## src/rtl/dlfloat_accum.sv

```systemverilog
// Streaming DLfloat16 dot-product accumulator: one sum per in_last-terminated packet.
// Optional sticky ovf/unf status outputs are built when DLFLOAT_ACC_STATUS_EN is defined.
module dlfloat_accum #(
  parameter int CNT_W = 8
) (
  input  logic             clk,
  input  logic             rst,
  input  logic [15:0]      in_data,
  input  logic             in_valid,
  input  logic             in_last,
  output logic             in_ready,
  output logic [15:0]      out_data,
  output logic [CNT_W-1:0] out_cnt,
  output logic             out_valid,
  input  logic             out_ready
`ifdef DLFLOAT_ACC_STATUS_EN
  ,
  output logic             ovf,
  output logic             unf
`endif
);

  // state   | meaning
  // ACCEPT  | waiting for a term, in_ready=1
  // ALIGN   | order acc/term by magnitude, shift the smaller significand
  // ADD     | add or subtract aligned significands
  // NORM    | normalize, saturate/flush, write acc
  // OUT     | sum presented until out_ready
  typedef enum logic [2:0] {
    S_ACCEPT,
    S_ALIGN,
    S_ADD,
    S_NORM,
    S_OUT
  } state_t;

  state_t r_state, w_state_nxt;

  logic [15:0]      r_term;
  logic             r_last;
  logic [15:0]      r_acc;
  logic [CNT_W-1:0] r_cnt;
  logic [12:0]      r_big;
  logic [12:0]      r_small;
  logic [5:0]       r_exp;
  logic             r_sign;
  logic             r_sub;
  logic [13:0]      r_sum;
`ifdef DLFLOAT_ACC_STATUS_EN
  logic             r_ovf;
  logic             r_unf;
`endif

  function automatic logic [3:0] f_lzc(input logic [12:0] v);
    logic [3:0] n;
    n = 4'd13;
    for (int i = 0; i < 13; i++) begin
      if (v[i]) n = 4'(12 - i);
    end
    return n;
  endfunction

  function automatic logic [8:0] f_frac(input logic [12:0] v, input logic [3:0] sh);
    logic [12:0] t;
    t = v << sh;
    return t[11:3];
  endfunction

  // ALIGN datapath: an exponent of 0 means zero regardless of fraction
  logic [5:0]  w_t_exp, w_a_exp, w_d;
  logic [12:0] w_t_sig, w_a_sig, w_big_sig, w_small_sig, w_small_sh;
  logic        w_term_big, w_big_sign, w_small_sign;
  logic [5:0]  w_big_exp, w_small_exp;

  always_comb begin
    w_t_exp      = r_term[14:9];
    w_a_exp      = r_acc[14:9];
    w_t_sig      = (w_t_exp == 6'd0) ? 13'd0 : {1'b1, r_term[8:0], 3'b000};
    w_a_sig      = (w_a_exp == 6'd0) ? 13'd0 : {1'b1, r_acc[8:0], 3'b000};
    w_term_big   = {w_t_exp, w_t_sig} > {w_a_exp, w_a_sig};
    w_big_sig    = w_term_big ? w_t_sig : w_a_sig;
    w_small_sig  = w_term_big ? w_a_sig : w_t_sig;
    w_big_exp    = w_term_big ? w_t_exp : w_a_exp;
    w_small_exp  = w_term_big ? w_a_exp : w_t_exp;
    w_big_sign   = w_term_big ? r_term[15] : r_acc[15];
    w_small_sign = w_term_big ? r_acc[15] : r_term[15];
    w_d          = w_big_exp - w_small_exp;
    w_small_sh   = (w_d >= 6'd13) ? 13'd0 : (w_small_sig >> w_d);
  end

  // NORM datapath: exponent kept signed and wide so saturation/flush are plain compares
  logic [3:0]        w_lz;
  logic signed [7:0] w_exp_n;
  logic [8:0]        w_frac;
  logic              w_zero, w_sat, w_flush;
  logic [15:0]       w_res;

  always_comb begin
    w_lz    = f_lzc(r_sum[12:0]);
    w_zero  = (r_sum == 14'd0);
    w_exp_n = 8'sd0;
    w_frac  = 9'd0;
    if (r_sum[13]) begin
      w_exp_n = $signed({2'b00, r_exp}) + 8'sd1;
      w_frac  = r_sum[12:4];
    end else begin
      w_exp_n = $signed({2'b00, r_exp}) - $signed({4'b0000, w_lz});
      w_frac  = f_frac(r_sum[12:0], w_lz);
    end
    w_sat   = !w_zero && (w_exp_n > 8'sd62);
    w_flush = !w_zero && (w_exp_n < 8'sd1);
    if (w_zero || w_flush) w_res = 16'h0000;
    else if (w_sat)        w_res = {r_sign, 6'd62, 9'h1FF};
    else                   w_res = {r_sign, w_exp_n[5:0], w_frac};
  end

  always_ff @(posedge clk or posedge rst) begin
    if (rst) r_state <= S_ACCEPT;
    else     r_state <= w_state_nxt;
  end

  always_comb begin
    w_state_nxt = r_state;
    in_ready    = 1'b0;
    out_valid   = 1'b0;
    case (r_state)
      S_ACCEPT: begin
        in_ready = 1'b1;
        if (in_valid) w_state_nxt = S_ALIGN;
      end
      S_ALIGN: w_state_nxt = S_ADD;
      S_ADD:   w_state_nxt = S_NORM;
      S_NORM:  w_state_nxt = r_last ? S_OUT : S_ACCEPT;
      S_OUT: begin
        out_valid = 1'b1;
        if (out_ready) w_state_nxt = S_ACCEPT;
      end
      default: w_state_nxt = S_ACCEPT;
    endcase
  end

  always_ff @(posedge clk or posedge rst) begin
    if (rst) begin
      r_term  <= 16'h0000;
      r_last  <= 1'b0;
      r_acc   <= 16'h0000;
      r_cnt   <= '0;
      r_big   <= 13'd0;
      r_small <= 13'd0;
      r_exp   <= 6'd0;
      r_sign  <= 1'b0;
      r_sub   <= 1'b0;
      r_sum   <= 14'd0;
`ifdef DLFLOAT_ACC_STATUS_EN
      r_ovf   <= 1'b0;
      r_unf   <= 1'b0;
`endif
    end else begin
      case (r_state)
        S_ACCEPT: begin
          if (in_valid) begin
            r_term <= in_data;
            r_last <= in_last;
            if (r_cnt != {CNT_W{1'b1}}) r_cnt <= r_cnt + 1'b1;
          end
        end
        S_ALIGN: begin
          r_big   <= w_big_sig;
          r_small <= w_small_sh;
          r_exp   <= w_big_exp;
          r_sign  <= w_big_sign;
          r_sub   <= w_big_sign ^ w_small_sign;
        end
        S_ADD: begin
          if (r_sub) r_sum <= {1'b0, r_big} - {1'b0, r_small};
          else       r_sum <= {1'b0, r_big} + {1'b0, r_small};
        end
        S_NORM: begin
          r_acc <= w_res;
`ifdef DLFLOAT_ACC_STATUS_EN
          r_ovf <= r_ovf | w_sat;
          r_unf <= r_unf | w_flush;
`endif
        end
        S_OUT: begin
          if (out_ready) begin
            r_acc <= 16'h0000;
            r_cnt <= '0;
`ifdef DLFLOAT_ACC_STATUS_EN
            r_ovf <= 1'b0;
            r_unf <= 1'b0;
`endif
          end
        end
        default: ;
      endcase
    end
  end

  assign out_data = r_acc;
  assign out_cnt  = r_cnt;
`ifdef DLFLOAT_ACC_STATUS_EN
  assign ovf = r_ovf;
  assign unf = r_unf;
`endif

endmodule

```

## config.mk

```make
export PLATFORM = sky130hd
export DESIGN_NAME = dlfloat_accum
export DESIGN_NICKNAME = d
export VERILOG_FILES = /design/src/rtl/dlfloat_accum.sv
export SDC_FILE = /design/constraint.sdc
export NUM_CORES = 1
export LEC_CHECK = 0
export BUFFER_PORTS_ARGS = -buffer_cell sky130_fd_sc_hd__buf_2
export CELL_PAD_IN_SITES_DETAIL_PLACEMENT = 1
export CELL_PAD_IN_SITES_GLOBAL_PLACEMENT = 2
export CORE_MARGIN = 5
export CORE_UTILIZATION = 43
export CTS_BUF_LIST = sky130_fd_sc_hd__clkbuf_4 sky130_fd_sc_hd__clkbuf_8
export DETAILED_ROUTE_END_ITERATION = 7
export MAX_ROUTING_LAYER = met4
export PLACE_DENSITY = 0.94
export SYNTH_ARGS = -nofsm -noshare
export SYNTH_HDL_FRONTEND = slang
export SYNTH_SLANG_ARGS = --single-unit
```

## constraint.sdc

```tcl
create_clock -name clk -period 7.5 [get_ports clk]
set_input_delay 0.375 -clock clk [delete_from_list [all_inputs] [get_ports clk]]
set_output_delay 0.375 -clock clk [all_outputs]
set_load 0.02 [all_outputs]
```

==> results_dict.tcl, run 1 <==
set metrics [dict create \
    grt_pass1_vias 6333 \
    drv_cap 0 \
    drc_errors 0 \
    coreArea_sq_um 15300 \
    post_drt_wl_per_cell_um 21.3 \
    diodes 0 \
    cts_resized 0 \
    worstPathCellList "nor4_1 > nand2_1 > nand2_1 > inv_1 > ha_1 > and3_1 > nand4_1 > nor2_1 > a31o_4 > a21oi_1 > ha_1 > mux4_2 > mux2_2 > mux2i_1 > o21ai_1 > o32ai_1" \
    io_buffers 46 \
    cts_hold_buf 0 \
    worstHoldPathType "input port to register" \
    r2r-start "r_term[10]" \
    tns_ns 0 \
    clockRootBuffer "clkbuf_8" \
    synth.avg_cell_area_sq_um 8.92 \
    via_per_inst 5.98 \
    holdCritStartpoint "out_ready" \
    slew_headroom 0.159 \
    htreeDepth 3 \
    drtIter0Drc 226 \
    critPathKind "register to register" \
    tritoncts "done" \
    synth_edf_count 0 \
    cts_post_setup_buffers_inserted 0 \
    place_congestion 0.935 \
    multi_input_area_sq_um 4160 \
    required_ns 7.78 \
    place_hpwl_um 16100 \
    clock_latency_ns 0.39 \
    grt_pass1_wl_um 34700 \
    die_y_um 135 \
    cts_buffer_depth 2 \
    fin_nets 833 \
    nFillCells 1812 \
    totalWireLength_um 21100 \
    grt_max_degree 90 \
    finalCriticalPeriod_ns 5.23 \
    end_kind "register" \
    rsz0062_at_grt "no" \
    synth_seq_area_share 0.330 \
    cp_max_fo 30 \
    cp-start-kind "register" \
    slowest_delay_ns 0.78 \
    layout-drive-gt1-share 0.145 \
    synth_nets 812 \
    synthCells 756 \
    async_flop_share 1.00 \
    clock_sinks 89 \
    area_delta_synth_final_pct 8.00 \
    track_usage 0.247 \
    setup_viol 0 \
    cp-startpoint "r_term[10]" \
    die_w_um 135 \
    hold_viol 0 \
    synth-seq-cells 89 \
    outcome "completed" \
    ant_nets 0 \
    numCtsBuffers 9 \
    syn_area_sq_um 6740 \
    rows 45 \
    skew_ns 0.0117 \
    ys_types 73 \
    worst_pin_slew_ns 1.26 \
    critical-path-slowest-cell "ha_1" \
    first_pass_iters 5 \
    cp.arrival_ns 5.51 \
    drv_slew 0 \
    die_area_sq_um 18300 \
    grt-ovfl-total 0 \
    path_buf_inv 1 \
    start_util 0.440 \
    regArea_sq_um 2230 \
    synth_top_flop_cell "dfrtp_1" \
    crit_family "simple AND/OR/NAND/NOR gates" \
    vias 5937 \
    period_share 0.697 \
    antenna_found_initial 0 \
    ios 47 \
    fmax_mhz 191 \
    path_clk_slew_ns 0.09 \
    ys_warn_count 0 \
]
-- through the flow --
step                hold WS, ns  std cells   util  worst slack (ns)  instance area [sq um]
finish                    0.205        993  0.475              2.27                   7280
global route              0.192        993  0.475              1.89                   7280
CTS                       0.188        993  0.475              2.28                   7280
detailed placement        0.484        977  0.463              2.34                   7080
global placement          0.456        977  0.463              2.51                   7080
floorplan                 0.446        756      -              2.67                   6740
-- registers in the layout, summed over array words and instances (netlist names) --
register  count
r_small      13
out_cnt       8
r_big        10
r_last        1
r_sum        14
r_sub         1
r_state       3
r_term       16
r_sign        1
out_data     16
r_exp         6
-- routing by layer --
layer  up-vias  GRT usage  part of all wire
met5         -          -                 0
met4         0     0.0761             0.021
met3        37     0.0375             0.036
met2       138      0.408              0.49
met1      2968      0.316              0.45
li1       2794          -                 -
-- cells in the mapped netlist (all sizes together), types with 12 or more instances --
cell	number	share of area
inv	43	0.024
dfrtp	89	0.33
o21a	12	0.013
clkbuf	35	0.019
nand2	98	0.055
nor3	17	0.014
mux2	20	0.033
o21ai	39	0.029
ha	34	0.063
xnor2	24	0.031
mux2i	42	0.062
a21oi	40	0.031
a31oi	18	0.019
nor2	53	0.030
-- placed cells by master, fill, tap and decap left out, drive strengths merged, types with 4 or more instances in the layout --
cell type	Yosys	layout
ha	34	34
a211oi	9	9
nand2	98	98
nor4	5	5
and3	11	11
mux4	10	10
buf	6	51
o31ai	8	8
nand4	7	7
a22o	10	10
mux2i	42	42
o21a	12	12
a31oi	18	18
and2	10	10
nand3	8	8
nor2b	8	8
o211ai	5	5
nor3b	5	5
dfrtp	89	89
o32ai	4	4
o21ai	39	39
or3	4	4
a21o	10	10
xor2	8	8
clkbuf	35	10
nor2	53	53
a221oi	6	6
clkinv	1	6
nor3	17	17
o21bai	5	5
a21oi	40	40
nand2b	6	6
o221ai	8	8
inv	43	42
mux2	20	20
xnor2	24	24
-- kinds of logic (layout without fill, tap and decap cells) --
kind of cell    count (synthesis)  count (layout)  share of synthesized area
xor+xnor                       32              32                     0.0416
fa+ha+maj                      35              35                     0.0661
simple gates                  243             243                      0.172
compound gates                200             200                      0.208
buf+inv                        85             111                     0.0533
flops                          89              89                      0.330
mux                            72              72                      0.129
-- final cells by class --
class                           count  share of cell area
Clock buffer                       10              0.0189
Inverter                           44              0.0229
Multi-Input combinational cell    582               0.571
Tap cell                          211              0.0363
Timing Repair Buffer               51              0.0368
Sequential cell                    89               0.306
Clock inverter                      6             0.00791
-- worst paths after layout --
kind                            slack [ns]           to  cells past startpoint
worst max-delay path                  2.27   r_small[8]                     16
worst min-delay path                  0.21   r_state[2]                      2
worst max register to register        2.27   r_small[8]                     16
worst min register to register        0.49     r_big[6]                      2
max in group asynchronous             6.43     r_big[6]                      3
min in group asynchronous             0.34  out_data[0]                      3
Power of run 1 is not shown: default switching activity piles up to over one toggle a cycle in this logic, so the estimate is an artifact.
==> inputs of run 2 (changes only) <==
Settings changed: CORE_UTILIZATION 43 to 36, PLACE_DENSITY 0.94 to 0.84.
Clock period 7.5 ns to 4.2 ns, I/O delays scaled along.
==> results_dict.tcl, run 2 (synthesis results as in run 1) <==
set metrics [dict create \
    place_hpwl_um 17000 \
    place_congestion 0.963 \
    rows 50 \
    grt_pass1_vias 6326 \
    via_per_inst 5.83 \
    coreArea_sq_um 18600 \
    worstPathCellList "nor4_1 > nand2_2 > nand2_1 > inv_1 > ha_1 > and3_1 > nand4_1 > a21o_1 > buf_4 > a31oi_4 > buf_12 > buf_4 > mux4_2 > mux2i_2 > mux2i_1 > mux2i_1 > o32ai_1" \
    clock_sinks 89 \
    first_pass_iters 4 \
    ios 47 \
    crit_family "simple AND/OR/NAND/NOR gates" \
    path_depth 17 \
    fin_nets 868 \
    grt_pass1_wl_um 34700 \
    ant_nets 0 \
    vias 6129 \
    r2r_cells 17 \
    layout_commonest_cell "nand2_1" \
    critPathKind "register to register" \
    track_usage 0.204 \
    period_share 0.966 \
    post_drt_wl_per_cell_um 20.4 \
    start_util 0.363 \
    die_w_um 147 \
    dpl-instance-area_sq_um 7340 \
    drtIter0Drc 409 \
    outcome "completed" \
    clockRootBuffer "clkbuf_8" \
    dpl_worst_slack_ns -0.0939 \
    busiest_layer "met2" \
    worst_pin_slew_ns 1.30 \
    use_met3 0.0352 \
    cp-start-kind "register" \
    drv_slew 0 \
    cts_buffer_depth 2 \
    setup_viol 0 \
    diodes 0 \
    numCtsBuffers 9 \
    fmax_mhz 247 \
    die_area_sq_um 21600 \
    nFillCells 2195 \
    tns_ns 0 \
    io_buffers 46 \
    layout_setup_ws_ns 0.144 \
    most-common-layout-cells "97 x nand2_1, 86 x dfrtp_1, 53 x nor2_1" \
    drc_errors 0 \
    path_clk_slew_ns 0.09 \
    slowest_delay_ns 0.55 \
    path_buf_inv 4 \
    slew_headroom 0.129 \
    drv_cap 0 \
    layout-drive-gt1-share 0.206 \
    grt_max_degree 59 \
    hold_viol 0 \
    tritoncts "done" \
    antenna_found_initial 0 \
    cp_max_fo 10 \
    skew_ns 0.00852 \
    required_ns 4.40 \
    htreeDepth 3 \
    final_cell_area_sq_um 7760 \
    area_delta_synth_final_pct 15.2 \
    die_y_um 147 \
    worstHoldPathType "input port to asynchronous set/reset pin" \
    totalWireLength_um 21400 \
    cts_hold_buf 0 \
    cp.arrival_ns 4.26 \
    gr-usage-met1 0.264 \
    clock_latency_ns 0.38 \
    critical-path-slowest-cell "mux4_2" \
    finalCriticalPeriod_ns 4.06 \
    rsz0062_at_grt "yes" \
    use_met2 0.332 \
    end_kind "register" \
    grt-ovfl-total 0 \
]
run 2: cell count changes in the layout (fill, tap and decap cells not counted), sizes merged:
cell,change
clkinv,-4
bufinv,+1
clkbuf,+1
buf,+35
inv,+2
run 2: metrics by stage:
step                      cells  hold WS, ns   util
after floorplan             756        0.318      -
after global placement     1029        0.420  0.395
after detailed placement   1029        0.447  0.395
after CTS                  1046       0.0342  0.408
after global routing       1051       0.0423  0.418
final                      1051       0.0342  0.418
run 2: per-layer routing:
layer  wire, um  part of all wire  vias to the layer above
met4        442             0.021                        0
met1       9750              0.45                     3092
met2      10300              0.48                      142
met5          0                 0                        -
li1           -                 -                     2863
met3        942             0.044                       32
run 2: path summary, 6_finish.rpt:
path,startpoint,end,slack [ns]
max in group asynchronous,rst,r_term[1],3.18
min in group clk,in_data[13],r_term[13],0.06
hold / removal,rst,out_data[11],0.03
setup / recovery,r_term[10],r_small[1],0.14
hold reg to reg,r_big[3],r_big[3],0.51
setup reg to reg,r_term[10],r_small[1],0.14
run 2: layout make-up:
| class | count | area [sq um] | share of cell area |
|---|---|---|---|
| Multi-Input combinational cell | 582 | 4280 | 0.551 |
| Timing Repair Buffer | 86 | 562 | 0.0723 |
| Clock buffer | 11 | 151 | 0.0195 |
| Sequential cell | 89 | 2230 | 0.287 |
| Inverter | 44 | 166 | 0.0214 |
| Clock inverter | 5 | 85.1 | 0.0110 |
| Tap cell | 234 | 293 | 0.0377 |
run 2: repair_timing:
item	CTS	global route
setup buffers	1	5
resized for setup	1	25
pin swaps	1	5
setup endpoints to repair	6	14
Power of run 2 is left out for the same reason.
==> inputs of run 3 (changes only) <==
Settings changed: CORE_ASPECT_RATIO set to 0.7, CORE_MARGIN 5 to 2, CORE_UTILIZATION 36 to 43, PLACE_DENSITY 0.84 to 0.94.
Clock period 4.2 ns to 5 ns, I/O delays scaled along.
==> results_dict.tcl, run 3 (synthesis results as in run 1) <==
set metrics [dict create \
    top_layer "met4" \
    r2r_cells 14 \
    diodes 0 \
    htreeDepth 3 \
    skew_ns 0.0217 \
    numCtsBuffers 9 \
    holdCritStartpoint "out_ready" \
    die_area_sq_um 16700 \
    rows 38 \
    worst_pin_slew_ns 1.11 \
    place_congestion 0.904 \
    clockRootBuffer "clkbuf_8" \
    slew_headroom 0.259 \
    vias 5941 \
    totalWireLength_um 21800 \
    path_clk_slew_ns 0.10 \
    drc_errors 0 \
    clock_latency_ns 0.39 \
    nFillCells 1856 \
    met3_length_um 825 \
    end_kind "register" \
    grt_max_degree 54 \
    met2_length_um 9500 \
    drv_slew 0 \
    regToRegSetupSlack_ns 0.29 \
    drtIter0Drc 344 \
    finalCriticalPeriod_ns 4.71 \
    rsz0062_at_grt "no" \
    die_y_um 109 \
    grt-ovfl-total 0 \
    worstHoldPathType "input port to register" \
    tns_ns 0 \
    cp-start-kind "register" \
    place_hpwl_um 16700 \
    most-common-layout-cells "98 x nand2_1, 89 x dfrtp_1, 53 x nor2_1" \
    drt-met1-wl_um 11200 \
    cts_post_setup_buffers_inserted 0 \
    via_per_inst 5.98 \
    first_pass_iters 4 \
    r2r-start "r_term[9]" \
    outcome "completed" \
    layout_commonest_cell "nand2_1" \
    grt_pass1_wl_um 35000 \
    crit-reg2reg-capture "r_small[1]" \
    ant_nets 0 \
    die_w_um 154 \
    io_buffers 46 \
    cp.arrival_ns 4.98 \
    whs_endpoint "r_state[2]" \
    fmax_mhz 212 \
    hold_viol 0 \
    track_usage 0.277 \
    critPathKind "register to register" \
    required_ns 5.27 \
    cp_max_fo 29 \
    coreArea_sq_um 15400 \
    area_delta_synth_final_pct 10.1 \
    drv_cap 0 \
    tritoncts "done" \
    antenna_found_initial 0 \
    ios 47 \
    cts_buffer_depth 2 \
    hold-path-cell-count 2 \
    start_util 0.438 \
    setup_viol 0 \
    layout-drive-gt1-share 0.158 \
    period_share 0.943 \
    post_drt_wl_per_cell_um 22.0 \
    clock_sinks 89 \
    grt_pass1_vias 6036 \
    fin_nets 844 \
]
[run 3: cell count changes in the layout (fill, tap and decap cells not counted), sizes merged]
cell | previous run | this run
dlygate4sd3 | 0 | 1
buf | 86 | 61
inv | 44 | 43
clkinv | 2 | 3
[run 3: metal layers]
metal / GRT usage / up-vias
li1: - / 2809
met1: 0.404 / 2986
met2: 0.408 / 119
met3: 0.0437 / 27
met4: 0.0596 / 0
met5: - / -
[run 3: per-stage QoR]
stage	util	hold slack, ns	setup WS, ns	instances	area (sq um)
finish	0.482	0.0798	0.286	993	7420
detailed placement	0.465	0.361	0.0710	976	7160
floorplan	-	0.358	0.175	756	6740
global placement	0.465	0.348	0.324	976	7160
CTS	0.481	0.0641	0.0440	993	7400
global route	0.482	0.0749	0.00776	993	7420
[run 3: timing repair]
item	in CTS	in global routing
hold buffers	1	0
endpoints found under the setup margin	0	10
endpoints found under the hold margin	36	0
gates resized for setup	0	3
[run 3: critical path: stages (launching register included)]
cell and delay, ns:
dfrtp_1 0.46, nor4_1 0.30, nand2_1 0.33, and2_0 0.36, ha_1 0.34, nor2b_1 0.15, o211ai_1 0.24, a21o_1 0.31
a31o_4 0.20, buf_4 0.36, mux2i_1 0.33, nand3_1 0.15, a31oi_1 0.39, o21ai_1 0.31, o32ai_1 0.35
[run 3: cell type report]
type	count	area, sq um	area share
timing repair buffer	62	365	0.0492
multi-input combinational	582	4180	0.563
tap	200	250	0.0337
clock buffer	11	151	0.0204
inverter	44	166	0.0224
clock inverter	5	85.1	0.0115
sequential	89	2230	0.300
[run 3: worst max-delay path by stage]
stage	startpoint	endpoint	depth (start not counted)
3_3_place_gp	out_data[12]	r_small[8]	16
2_1_floorplan	out_data[12]	r_small[0]	22
3_5_place_dp	out_data[12]	r_small[8]	16
6_report	r_term[9]	r_small[1]	14
5_1_grt	r_sum[2]	out_data[7]	15
4_1_cts	out_data[12]	r_small[8]	16
Power of run 3 is left out for the same reason.
